**src/rtl/watch_edit_ctrl_if.sv**
```systemverilog
// Button/tick inputs and edit-command outputs of the watch edit controller.
interface watch_edit_ctrl_if;
    logic       tick_100hz;
    logic       btn_mode;
    logic       btn_left;
    logic       btn_right;
    logic       btn_up;
    logic       btn_down;
    logic       edit_mode;
    logic [1:0] cursor;
    logic       inc_pulse;
    logic       dec_pulse;
    logic       reset_pulse;
    logic       blink;

    modport master (
        output tick_100hz, btn_mode, btn_left, btn_right, btn_up, btn_down,
        input  edit_mode, cursor, inc_pulse, dec_pulse, reset_pulse, blink
    );

    modport slave (
        input  tick_100hz, btn_mode, btn_left, btn_right, btn_up, btn_down,
        output edit_mode, cursor, inc_pulse, dec_pulse, reset_pulse, blink
    );
endinterface

```
**src/rtl/watch_edit_ctrl.sv**
```systemverilog
// Watch edit controller: button edges move the cursor and issue inc/dec/reset strobes, with blink and edit timeout.
// Held up/down auto-repeat (HOLD state) is compiled in only when WATCH_AUTOREPEAT_EN is defined.
module watch_edit_ctrl #(
    parameter int REPEAT_DELAY = 50,
    parameter int REPEAT_RATE  = 10,
    parameter int EDIT_TIMEOUT = 1000,
    parameter int BLINK_HALF   = 25
) (
    input  logic             clk,
    input  logic             reset,
    watch_edit_ctrl_if.slave bus
);

    localparam int TO_W = $clog2(EDIT_TIMEOUT + 1);
    localparam int BL_W = $clog2(BLINK_HALF + 1);
    localparam logic [TO_W-1:0] TO_MAX = TO_W'(EDIT_TIMEOUT);
    localparam logic [TO_W-1:0] TO_ONE = TO_W'(1);
    localparam logic [BL_W-1:0] BL_MAX = BL_W'(BLINK_HALF);
    localparam logic [BL_W-1:0] BL_ONE = BL_W'(1);

    if (REPEAT_DELAY < 1 || REPEAT_RATE < 1 || EDIT_TIMEOUT < 1 || BLINK_HALF < 1) begin : g_param_check
        $error("watch_edit_ctrl: timing parameters must all be at least 1");
    end

`ifdef WATCH_AUTOREPEAT_EN
    localparam int RP_TOP = (REPEAT_DELAY > REPEAT_RATE) ? REPEAT_DELAY : REPEAT_RATE;
    localparam int RP_W   = $clog2(RP_TOP + 1);
    localparam logic [RP_W-1:0] RP_MAX   = RP_W'(RP_TOP);
    localparam logic [RP_W-1:0] RP_ONE   = RP_W'(1);
    localparam logic [RP_W-1:0] RP_DELAY = RP_W'(REPEAT_DELAY);
    localparam logic [RP_W-1:0] RP_RATE  = RP_W'(REPEAT_RATE);
`endif

    typedef enum logic [1:0] {
        IDLE = 2'd0,
        EDIT = 2'd1
`ifdef WATCH_AUTOREPEAT_EN
        , HOLD = 2'd2
`endif
    } state_t;

    state_t          state_q, state_d;
    logic [4:0]      lvl, prev_q, rise;
    logic            armed_q;
    logic            mode_e, left_e, right_e, up_e, down_e, any_e, combo;
    logic [1:0]      cursor_q, cursor_d;
    logic            inc_q, inc_d, dec_q, dec_d, rstp_q, rstp_d;
    logic [TO_W-1:0] to_q, to_d, to_nxt;
    logic [BL_W-1:0] bl_cnt_q, bl_cnt_d, bl_nxt;
    logic            blink_q, blink_d;
    logic            enter_edit;
`ifdef WATCH_AUTOREPEAT_EN
    logic [RP_W-1:0] rp_cnt_q, rp_cnt_d, rp_nxt, rp_lim;
    logic            rp_run_q, rp_run_d;
    logic            hold_up_q, hold_up_d;
    logic            held;
`endif

    // Edge detection is disarmed for the first clock after reset so held buttons do not fire.
    assign lvl   = {bus.btn_mode, bus.btn_left, bus.btn_right, bus.btn_up, bus.btn_down};
    assign rise  = armed_q ? (lvl & ~prev_q) : 5'b00000;
    assign {mode_e, left_e, right_e, up_e, down_e} = rise;
    assign any_e = |rise;
    assign combo = bus.btn_up && bus.btn_down && (up_e || down_e);

    assign to_nxt = (to_q == TO_MAX) ? to_q : to_q + TO_ONE;
    assign bl_nxt = (bl_cnt_q == BL_MAX) ? bl_cnt_q : bl_cnt_q + BL_ONE;

`ifdef WATCH_AUTOREPEAT_EN
    assign rp_nxt = (rp_cnt_q == RP_MAX) ? rp_cnt_q : rp_cnt_q + RP_ONE;
    assign rp_lim = rp_run_q ? RP_RATE : RP_DELAY;
    assign held   = hold_up_q ? bus.btn_up : bus.btn_down;
`endif

    always_comb begin
        state_d    = state_q;
        cursor_d   = cursor_q;
        inc_d      = 1'b0;
        dec_d      = 1'b0;
        rstp_d     = 1'b0;
        enter_edit = 1'b0;
        to_d       = any_e ? '0 : to_q;
`ifdef WATCH_AUTOREPEAT_EN
        rp_cnt_d   = rp_cnt_q;
        rp_run_d   = rp_run_q;
        hold_up_d  = hold_up_q;
`endif
        case (state_q)
            IDLE: begin
                to_d = '0;
                if (mode_e) begin
                    state_d    = EDIT;
                    enter_edit = 1'b1;
                end
            end
            EDIT: begin
                if (!any_e && bus.tick_100hz) to_d = to_nxt;
                if (mode_e) begin
                    state_d = IDLE;
                end else if (combo) begin
                    rstp_d = 1'b1;
                end else begin
                    if (right_e && !left_e)      cursor_d = cursor_q + 2'd1;
                    else if (left_e && !right_e) cursor_d = cursor_q - 2'd1;
                    if (up_e) begin
                        inc_d = 1'b1;
`ifdef WATCH_AUTOREPEAT_EN
                        state_d   = HOLD;
                        rp_cnt_d  = '0;
                        rp_run_d  = 1'b0;
                        hold_up_d = 1'b1;
`endif
                    end else if (down_e) begin
                        dec_d = 1'b1;
`ifdef WATCH_AUTOREPEAT_EN
                        state_d   = HOLD;
                        rp_cnt_d  = '0;
                        rp_run_d  = 1'b0;
                        hold_up_d = 1'b0;
`endif
                    end
                    // to_d only reaches the limit when no edge arrived this cycle
                    if (to_d == TO_MAX) state_d = IDLE;
                end
            end
`ifdef WATCH_AUTOREPEAT_EN
            HOLD: begin
                if (mode_e) begin
                    state_d = IDLE;
                end else if (combo) begin
                    rstp_d  = 1'b1;
                    state_d = EDIT;
                end else if (!held) begin
                    state_d = EDIT;
                end else if (bus.tick_100hz) begin
                    if (rp_nxt == rp_lim) begin
                        inc_d    = hold_up_q;
                        dec_d    = !hold_up_q;
                        rp_cnt_d = '0;
                        rp_run_d = 1'b1;
                    end else begin
                        rp_cnt_d = rp_nxt;
                    end
                end
            end
`endif
            default: state_d = IDLE;
        endcase

        if (state_d == IDLE) cursor_d = 2'b00;

        // A strobe is never repeated on back-to-back clocks.
        inc_d  = inc_d  && !inc_q;
        dec_d  = dec_d  && !dec_q;
        rstp_d = rstp_d && !rstp_q;
    end

    always_comb begin
        blink_d  = blink_q;
        bl_cnt_d = bl_cnt_q;
        if (state_d == IDLE) begin
            blink_d  = 1'b0;
            bl_cnt_d = '0;
        end else if (enter_edit) begin
            blink_d  = 1'b1;
            bl_cnt_d = '0;
        end else if (bus.tick_100hz) begin
            if (bl_nxt == BL_MAX) begin
                blink_d  = !blink_q;
                bl_cnt_d = '0;
            end else begin
                bl_cnt_d = bl_nxt;
            end
        end
    end

    always_ff @(posedge clk or posedge reset) begin
        if (reset) begin
            state_q   <= IDLE;
            prev_q    <= '0;
            armed_q   <= 1'b0;
            cursor_q  <= 2'b00;
            inc_q     <= 1'b0;
            dec_q     <= 1'b0;
            rstp_q    <= 1'b0;
            to_q      <= '0;
            bl_cnt_q  <= '0;
            blink_q   <= 1'b0;
`ifdef WATCH_AUTOREPEAT_EN
            rp_cnt_q  <= '0;
            rp_run_q  <= 1'b0;
            hold_up_q <= 1'b0;
`endif
        end else begin
            state_q   <= state_d;
            prev_q    <= lvl;
            armed_q   <= 1'b1;
            cursor_q  <= cursor_d;
            inc_q     <= inc_d;
            dec_q     <= dec_d;
            rstp_q    <= rstp_d;
            to_q      <= to_d;
            bl_cnt_q  <= bl_cnt_d;
            blink_q   <= blink_d;
`ifdef WATCH_AUTOREPEAT_EN
            rp_cnt_q  <= rp_cnt_d;
            rp_run_q  <= rp_run_d;
            hold_up_q <= hold_up_d;
`endif
        end
    end

    assign bus.edit_mode   = (state_q != IDLE);
    assign bus.cursor      = cursor_q;
    assign bus.inc_pulse   = inc_q;
    assign bus.dec_pulse   = dec_q;
    assign bus.reset_pulse = rstp_q;
    assign bus.blink       = blink_q;

endmodule

```
**src/flat_wrapper.sv**
```systemverilog
// flat-port wrapper written by rule: the top's interface ports become plain ports
module watch_edit_ctrl_flat 
#(
    parameter int REPEAT_DELAY = 50,
    parameter int REPEAT_RATE  = 10,
    parameter int EDIT_TIMEOUT = 1000,
    parameter int BLINK_HALF   = 25
)
  (clk, reset, bus_tick_100hz, bus_btn_mode, bus_btn_left, bus_btn_right, bus_btn_up, bus_btn_down, bus_edit_mode, bus_cursor, bus_inc_pulse, bus_dec_pulse, bus_reset_pulse, bus_blink);
  watch_edit_ctrl_if bus_i ();
  input  logic clk;
  input  logic reset;
  input wire logic [$bits(bus_i.tick_100hz)-1:0] bus_tick_100hz;
  input wire logic [$bits(bus_i.btn_mode)-1:0] bus_btn_mode;
  input wire logic [$bits(bus_i.btn_left)-1:0] bus_btn_left;
  input wire logic [$bits(bus_i.btn_right)-1:0] bus_btn_right;
  input wire logic [$bits(bus_i.btn_up)-1:0] bus_btn_up;
  input wire logic [$bits(bus_i.btn_down)-1:0] bus_btn_down;
  output wire logic [$bits(bus_i.edit_mode)-1:0] bus_edit_mode;
  output wire logic [$bits(bus_i.cursor)-1:0] bus_cursor;
  output wire logic [$bits(bus_i.inc_pulse)-1:0] bus_inc_pulse;
  output wire logic [$bits(bus_i.dec_pulse)-1:0] bus_dec_pulse;
  output wire logic [$bits(bus_i.reset_pulse)-1:0] bus_reset_pulse;
  output wire logic [$bits(bus_i.blink)-1:0] bus_blink;
  assign bus_i.tick_100hz = bus_tick_100hz;
  assign bus_i.btn_mode = bus_btn_mode;
  assign bus_i.btn_left = bus_btn_left;
  assign bus_i.btn_right = bus_btn_right;
  assign bus_i.btn_up = bus_btn_up;
  assign bus_i.btn_down = bus_btn_down;
  assign bus_edit_mode = bus_i.edit_mode;
  assign bus_cursor = bus_i.cursor;
  assign bus_inc_pulse = bus_i.inc_pulse;
  assign bus_dec_pulse = bus_i.dec_pulse;
  assign bus_reset_pulse = bus_i.reset_pulse;
  assign bus_blink = bus_i.blink;
  watch_edit_ctrl #(.REPEAT_DELAY(REPEAT_DELAY), .REPEAT_RATE(REPEAT_RATE), .EDIT_TIMEOUT(EDIT_TIMEOUT), .BLINK_HALF(BLINK_HALF)) u_core (.clk(clk), .reset(reset), .bus(bus_i));
endmodule
```
**config.mk**
```make
export PLATFORM = sky130hd
export DESIGN_NAME = watch_edit_ctrl_flat
export DESIGN_NICKNAME = d
export VERILOG_FILES = /design/src/rtl/watch_edit_ctrl_if.sv /design/src/rtl/watch_edit_ctrl.sv /design/src/flat_wrapper.sv
export SDC_FILE = /design/constraint.sdc
export NUM_CORES = 1
export LEC_CHECK = 0
export ABC_AREA = 1
export CAP_MARGIN = 25
export CORE_UTILIZATION = 52
export CTS_CLUSTER_SIZE = 16
export DETAILED_ROUTE_END_ITERATION = 7
export GPL_ROUTABILITY_DRIVEN = 0
export HOLD_SLACK_MARGIN = 0.02
export PLACE_DENSITY = 0.79
export SYNTH_ARGS = -nofsm -noshare
export SYNTH_HDL_FRONTEND = slang
export SYNTH_SLANG_ARGS = --single-unit
```
**constraint.sdc**
```tcl
create_clock -name clk -period 1.72 [get_ports clk]
set_input_delay 0.344 -clock clk [delete_from_list [all_inputs] [get_ports clk]]
set_output_delay 0.344 -clock clk [all_outputs]
set_load 0.02 [all_outputs]
```
### Yosys cells after proc, flatten, opt, wreduce, memory -nomap -nowiden

Index checks and enable logic that the tools add are counted.

* bits in registers: 29
* input bits: 8
* output and inout bits: 7
* logic and storage cells: 89

* add/subtract/negate cells: 4
* equal/unequal tests: 7
* multiplexer cells: 40
* bitwise logic cells: 2
* reductions and logical operators: 26

Operators by type and width (count)
* two-way mux 10 bit: 4
* two-way mux 5 bit: 6
* == test 10 bit (second input constant): 2
* two-way mux 2 bit: 10
* case mux 10 bit (2 select lines): 1
* two-way mux 1 bit: 18
* adder 10 x 1 -> 10 bit (second input constant): 1
* == test 5 bit (second input constant): 2
* nonzero test 3 bit: 3
* logical AND 1 bit: 8
* zero test 1 bit: 7
* adder 5 x 1 -> 5 bit (second input constant): 1
* bitwise AND 5 bit: 1
* NOT 5 bit: 1
* OR reduction 5 bit: 1
* zero test 2 bit: 2
* != test 2 bit (second input constant): 2
* case mux 2 bit (2 select lines): 1
* AND reduction 4 bit: 1
* nonzero test 2 bit: 2
* adder 2 x 1 -> 2 bit (second input constant): 1
* == test 2 x 1 -> 1 bit (second input constant): 1
* AND reduction 2 bit: 1
* subtractor 2 x 1 -> 2 bit (second input constant): 1
* logical OR 1 bit: 1

### Depth between registers and ports, before layout

* depth in word-level cells: 16
* gate-level depth with buffers: 16
* mapped depth without buffers: 16

### Worst setup path after synthesis

OpenSTA, ideal clock, no wires.

* path type: register to register
* from: register u_core.to_q[0]
* to: register u_core.bl_cnt_q[0]
* setup time: 0.118 ns
* arrival time: 1.725 ns
* required time: 1.602 ns
* setup slack: -0.123 ns
* stages on the path, launching flop included: 17
* path buffers: 0
* period minus slack after synthesis: 1.843 ns
* cells stage by stage: dfrtp_1 -> ha_1 -> nand2_1 -> nor2_1 -> nand2_1 -> nand2_1 -> nand2_1 -> inv_1 -> nor2_1 -> nor2_1 -> nand2_1 -> nor2_1 -> nand3_2 -> nand2_4 -> nand2_4 -> nand3_1 -> nand2_1

* word-level cells in the longest chain between the ends: 11
* elaborated cells between the ends (all ways): 14
* classes of those cells: 1 x add/sub; 2 x eq/ne; 9 x mux; 2 x reduce/logical

Ends and longest elaborated chain
* from (decl): line watch_edit_ctrl.sv:48 `logic [TO_W-1:0] to_q, to_d, to_nxt;`
* from (signal assigned): line watch_edit_ctrl.sv:202 `to_q <= to_d;`
* adder 10 x 1 -> 10 bit or == test 10 bit (tied branches): line watch_edit_ctrl.sv:66 `assign to_nxt = (to_q == TO_MAX) ? to_q : to_q + TO_ONE;`
* two-way mux 10 bit: line watch_edit_ctrl.sv:66
* two-way mux 10 bit (*): line watch_edit_ctrl.sv:97 `if (!any_e && bus.tick_100hz) to_d = to_nxt;`
* two-way mux 10 bit (*): line watch_edit_ctrl.sv:88 `case (state_q)`
* == test 10 bit (*): line watch_edit_ctrl.sv:123 `if (to_d == TO_MAX) state_d = IDLE;`
* two-way mux 2 bit (*): line watch_edit_ctrl.sv:123
* two-way mux 2 bit (*): line watch_edit_ctrl.sv:100 `end else if (combo) begin`
* two-way mux 2 bit (*): line watch_edit_ctrl.sv:98 `if (mode_e) begin`
* case mux 2 bit (2 select lines) (*): line watch_edit_ctrl.sv:88
* net u_core.state_d[0]: line watch_edit_ctrl.sv:42 `state_t state_q, state_d;`
* zero test 2 bit (*): line watch_edit_ctrl.sv:161 `if (state_d == IDLE) begin`
* nonzero test 3 bit (no source line) or two-way mux 5 bit (tied branches)
* to (signal assigned): line watch_edit_ctrl.sv:203 `bl_cnt_q <= bl_cnt_d;`
* to (decl): line watch_edit_ctrl.sv:49 `logic [BL_W-1:0] bl_cnt_q, bl_cnt_d, bl_nxt;`

Mark *: on every way through the listed nets, which the timed path passes. The rest lies on a longest branch. The select of a mux whose other input is x is not followed.
A chain may end at the register's enable or synchronous reset.

### Final worst setup path

* from: register u_core.to_q[1]
* to: register u_core.cursor_q[1] (netlist: u_core.bus.cursor[1])

* word-level cells in the longest chain between the ends: 12
* elaborated cells between the ends (all ways): 18
* classes of those cells: 1 x add/sub; 4 x eq/ne; 9 x mux; 4 x reduce/logical

Ends and longest elaborated chain
* adder 10 x 1 -> 10 bit or == test 10 bit (tied branches): line watch_edit_ctrl.sv:66
* two-way mux 10 bit: line watch_edit_ctrl.sv:66
* two-way mux 10 bit (*): line watch_edit_ctrl.sv:97
* two-way mux 10 bit (*): line watch_edit_ctrl.sv:88
* == test 10 bit (*): line watch_edit_ctrl.sv:123
* two-way mux 2 bit (*): line watch_edit_ctrl.sv:123
* two-way mux 2 bit (*): line watch_edit_ctrl.sv:100
* two-way mux 2 bit (*): line watch_edit_ctrl.sv:98
* case mux 2 bit (2 select lines) (*): line watch_edit_ctrl.sv:88
* net u_core.state_d[0]: line watch_edit_ctrl.sv:42
* zero test 2 bit (*): line watch_edit_ctrl.sv:150 `if (state_d == IDLE) cursor_d = 2'b00;`
* != test 2 bit (no source line) (tied with other cells)
* AND reduction 4 bit (no source line)
* to (signal assigned): line watch_edit_ctrl.sv:198 `cursor_q <= cursor_d;`
* to (decl): line watch_edit_ctrl.sv:46 `logic [1:0] cursor_q, cursor_d;`

Marks and branches as above.

==> reports/qor.csv <==
metric;value;unit
status;finished, violations left;
violations;setup timing;
drc;0;
first_pass_iters;5;
clkTransAtPathRegs;0.11;ns
synth_warnings;0;
antenna_found_initial;1;
setup_violations;19;
drt-met1-wl;2.71;mm
fp.dieW;60.9;microns
synth.avg_cell_area;7.94;sq um
wl_met3;641;microns
grt-ovfl-total;0;
hold_viol_final;0;
power;0.00161;W
start_util;0.540;
io_pins;15;
cp_data_arrival_time;2.42;ns
drv_cap;0;
dp_hpwl;3.21;mm
syn_area;1800;sq um
syn_nets;239;
dieArea;3700;sq um
ys_seq_area_frac;0.403;
drive_above_1_share;0.481;
multiInputGateArea;1290;sq um
grt_pass1_wl;9.46;mm
crit_chain;buf_6, nand3_4, nor2_4, buf_4, xnor2_1, a21oi_2, nand2_2, nor2_4, nand3_4, nand2_4, nand2_4, inv_2, nor2_2;
rsz0062_at_grt;true;
yosysUniqueCellTypes;36;
wl_met2;4.05;mm
cts.sinks;29;
nets;330;
power.density;533;nW/um^2
min_period_over_period;1.28;
core_area;3340;sq um
finalClockSkew;0.0242;ns
clock_latency;0.36;ns
ys_ff_latch;29;
hold_path.class;input port to flop;
grt_max_degree;30;
cts_buffers;5;
vias;2313;
track_usage;0.374;
setup_ws;-0.481;ns
root_buffer;clkbuf_4;
antenna_left;0;
cts_tree;done;
clock_tree.buffer_depth;2;
grt_pass1_vias;2046;
avgRoutedWirePerCell;22.2;microns
crit_required;1.94;ns
crit_fanout;5;
seqCellArea;728;sq um
p_leak;1.44;nW
min_period;2.20;ns
max_stage_delay;0.52;ns
diodes;0;
fill_cells;153;
routed.top_layer;met4;
clock.fmax;454;MHz
synthToLayoutAreaGrowth;67.2;%
h-tree-depth;2;
ir_worst_vdd;0.000500;V
fin_cells;364;
worstSetupPathType;flop to flop;
avgViaCountPerCell;6.35;
wirelength;8.09;mm
drtIter0Drc;259;
row_count;21;
critPathCaptureType;flop;
place_inst;336;
slowest_stage;dfrtp_1;
portBuffers;14;
start_kind;flop;
drv_slew;0;
ctsHoldBuffers;0;
synthCells;227;
fp.dieH;60.9;microns
==> layout by cell type (no fill, tap or decap), types with 3 or more instances in the layout <==
| master | netlist | final |
|---|---|---|
| buf_4 | 0 | 56 |
| nand2_1 | 45 | 32 |
| dfrtp_1 | 29 | 27 |
| inv_1 | 29 | 25 |
| buf_6 | 1 | 19 |
| nor2_1 | 24 | 11 |
| nand3_1 | 22 | 11 |
| nand2_2 | 1 | 10 |
| nor2_4 | 2 | 9 |
| nand3_4 | 0 | 8 |
| xor2_1 | 9 | 8 |
| nand3_2 | 4 | 7 |
| nor2_2 | 1 | 7 |
| dlygate4sd2_1 | 0 | 7 |
| nand2_4 | 3 | 6 |
| a32o_1 | 7 | 6 |
| inv_2 | 1 | 5 |
| nand4_1 | 5 | 5 |
| clkbuf_4 | 0 | 5 |
| clkdlybuf4s50_1 | 0 | 5 |
| o21ai_2 | 0 | 4 |
| nand3b_1 | 3 | 3 |
| o21ai_0 | 3 | 3 |
==> stage by stage <==
stage	hold WS, ns	TNS, ns	worst slack, ns	util	instance area, sq um
floorplan	0.375	-0.328	-0.0808	-	1810
global placement	0.417	-7.00	-0.612	0.713	2380
detailed placement	0.428	-7.90	-0.680	0.713	2380
CTS	0.275	-2.07	-0.271	0.802	2680
global route	0.263	-8.37	-0.742	0.903	3010
finish	0.278	-4.82	-0.481	0.903	3010
==> sequential cells by signal, summed over array words and instances, names as in the netlist <==
| name | count |
|---|---|
| u_core.armed_q | 1 |
| u_core.bl_cnt_q | 5 |
| u_core.bus.blink | 1 |
| u_core.bus.cursor | 2 |
| u_core.bus.dec_pulse | 1 |
| u_core.bus.inc_pulse | 1 |
| u_core.bus.reset_pulse | 1 |
| u_core.prev_q | 5 |
| u_core.state_q | 2 |
| u_core.to_q | 10 |
==> critical path: cells and delay by family (launching register included) <==
family | cells | cell delay (ns)
xor gates and xnor gates | 1 | 0.08
buffers and inverters | 3 | 0.40
and+or+nand+nor | 8 | 0.88
AOI/OAI and AO/OA | 1 | 0.19
DFF | 1 | 0.52
==> final cells by class <==
class / instances / area share
tap: 46 / 0.0191
inverter: 30 / 0.0374
multi-input combinational: 163 / 0.428
timing repair buffer: 89 / 0.256
clock buffer: 7 / 0.0183
sequential: 29 / 0.242
==> report_power, final <==
group	internal (W)	switching [W]
registers	0.000698	0.0000160
logic	0.000188	0.000234
clock network	0.000193	0.000276
total	0.00108	0.000526
==> final timing paths <==
kind,to,slack (ns),start,depth (start not counted)
min in group asynchronous,u_core.bl_cnt_q[2],0.39,reset,3
setup reg to reg,u_core.bus.cursor[1],-0.48,u_core.to_q[1],13
setup / recovery,u_core.bus.cursor[1],-0.48,u_core.to_q[1],13
hold / removal,u_core.prev_q[3],0.28,bus_btn_left,1
max in group asynchronous,u_core.armed_q,1.02,reset,3
hold reg to reg,u_core.bus.inc_pulse,0.45,u_core.bus.inc_pulse,1
==> cells in the mapped netlist, drive strengths merged <==
library cell,count,share of area
nand2,49,0.12
a21oi,5,0.014
nand4,5,0.017
o211ai,1,0.0042
nor3,3,0.011
or2,1,0.0035
a32oi,1,0.0049
nand3b,3,0.012
xor2,9,0.044
o21ai,9,0.025
nand3,26,0.083
o22ai,2,0.0069
a22oi,1,0.0042
buf,4,0.015
dfrtp,29,0.40
mux2i,1,0.0056
and3,1,0.0035
a32o,7,0.039
o2111ai,1,0.0049
nor2,27,0.066
nor3b,1,0.0042
conb,2,0.0042
ha,4,0.028
xnor2,2,0.0097
clkbuf,1,0.0021
nor4,2,0.0069
inv,30,0.062
==> per-layer routing <==
metal | vias to the layer above | GRT usage
met1 | 1115 | 0.371
li1 | 931 | -
met5 | - | 0
met3 | 81 | 0.124
met4 | 0 | 0.256
met2 | 186 | 0.661
==> kinds of logic (layout without fill, tap and decap cells) <==
group / count (synthesis) / count (layout) / share of synthesized area
multiplexers: 1 / 1 / 0.00556
XOR/XNOR: 11 / 11 / 0.0535
flip-flops: 29 / 29 / 0.403
adder cells (fa/ha/maj): 4 / 4 / 0.0278
AND/OR/NAND/NOR: 118 / 118 / 0.324
buffers and inverters: 35 / 126 / 0.0792
other: 2 / 2 / 0.00417
AO/OA/AOI/OAI: 27 / 27 / 0.103
==> repair_timing <==
action | in CTS | in global routing
setup buffers | 19 | 7
pin swaps | 18 | 27
resized for setup | 35 | 80
endpoints found under the setup margin | 13 | 19
(Power assumes the default switching activity.)
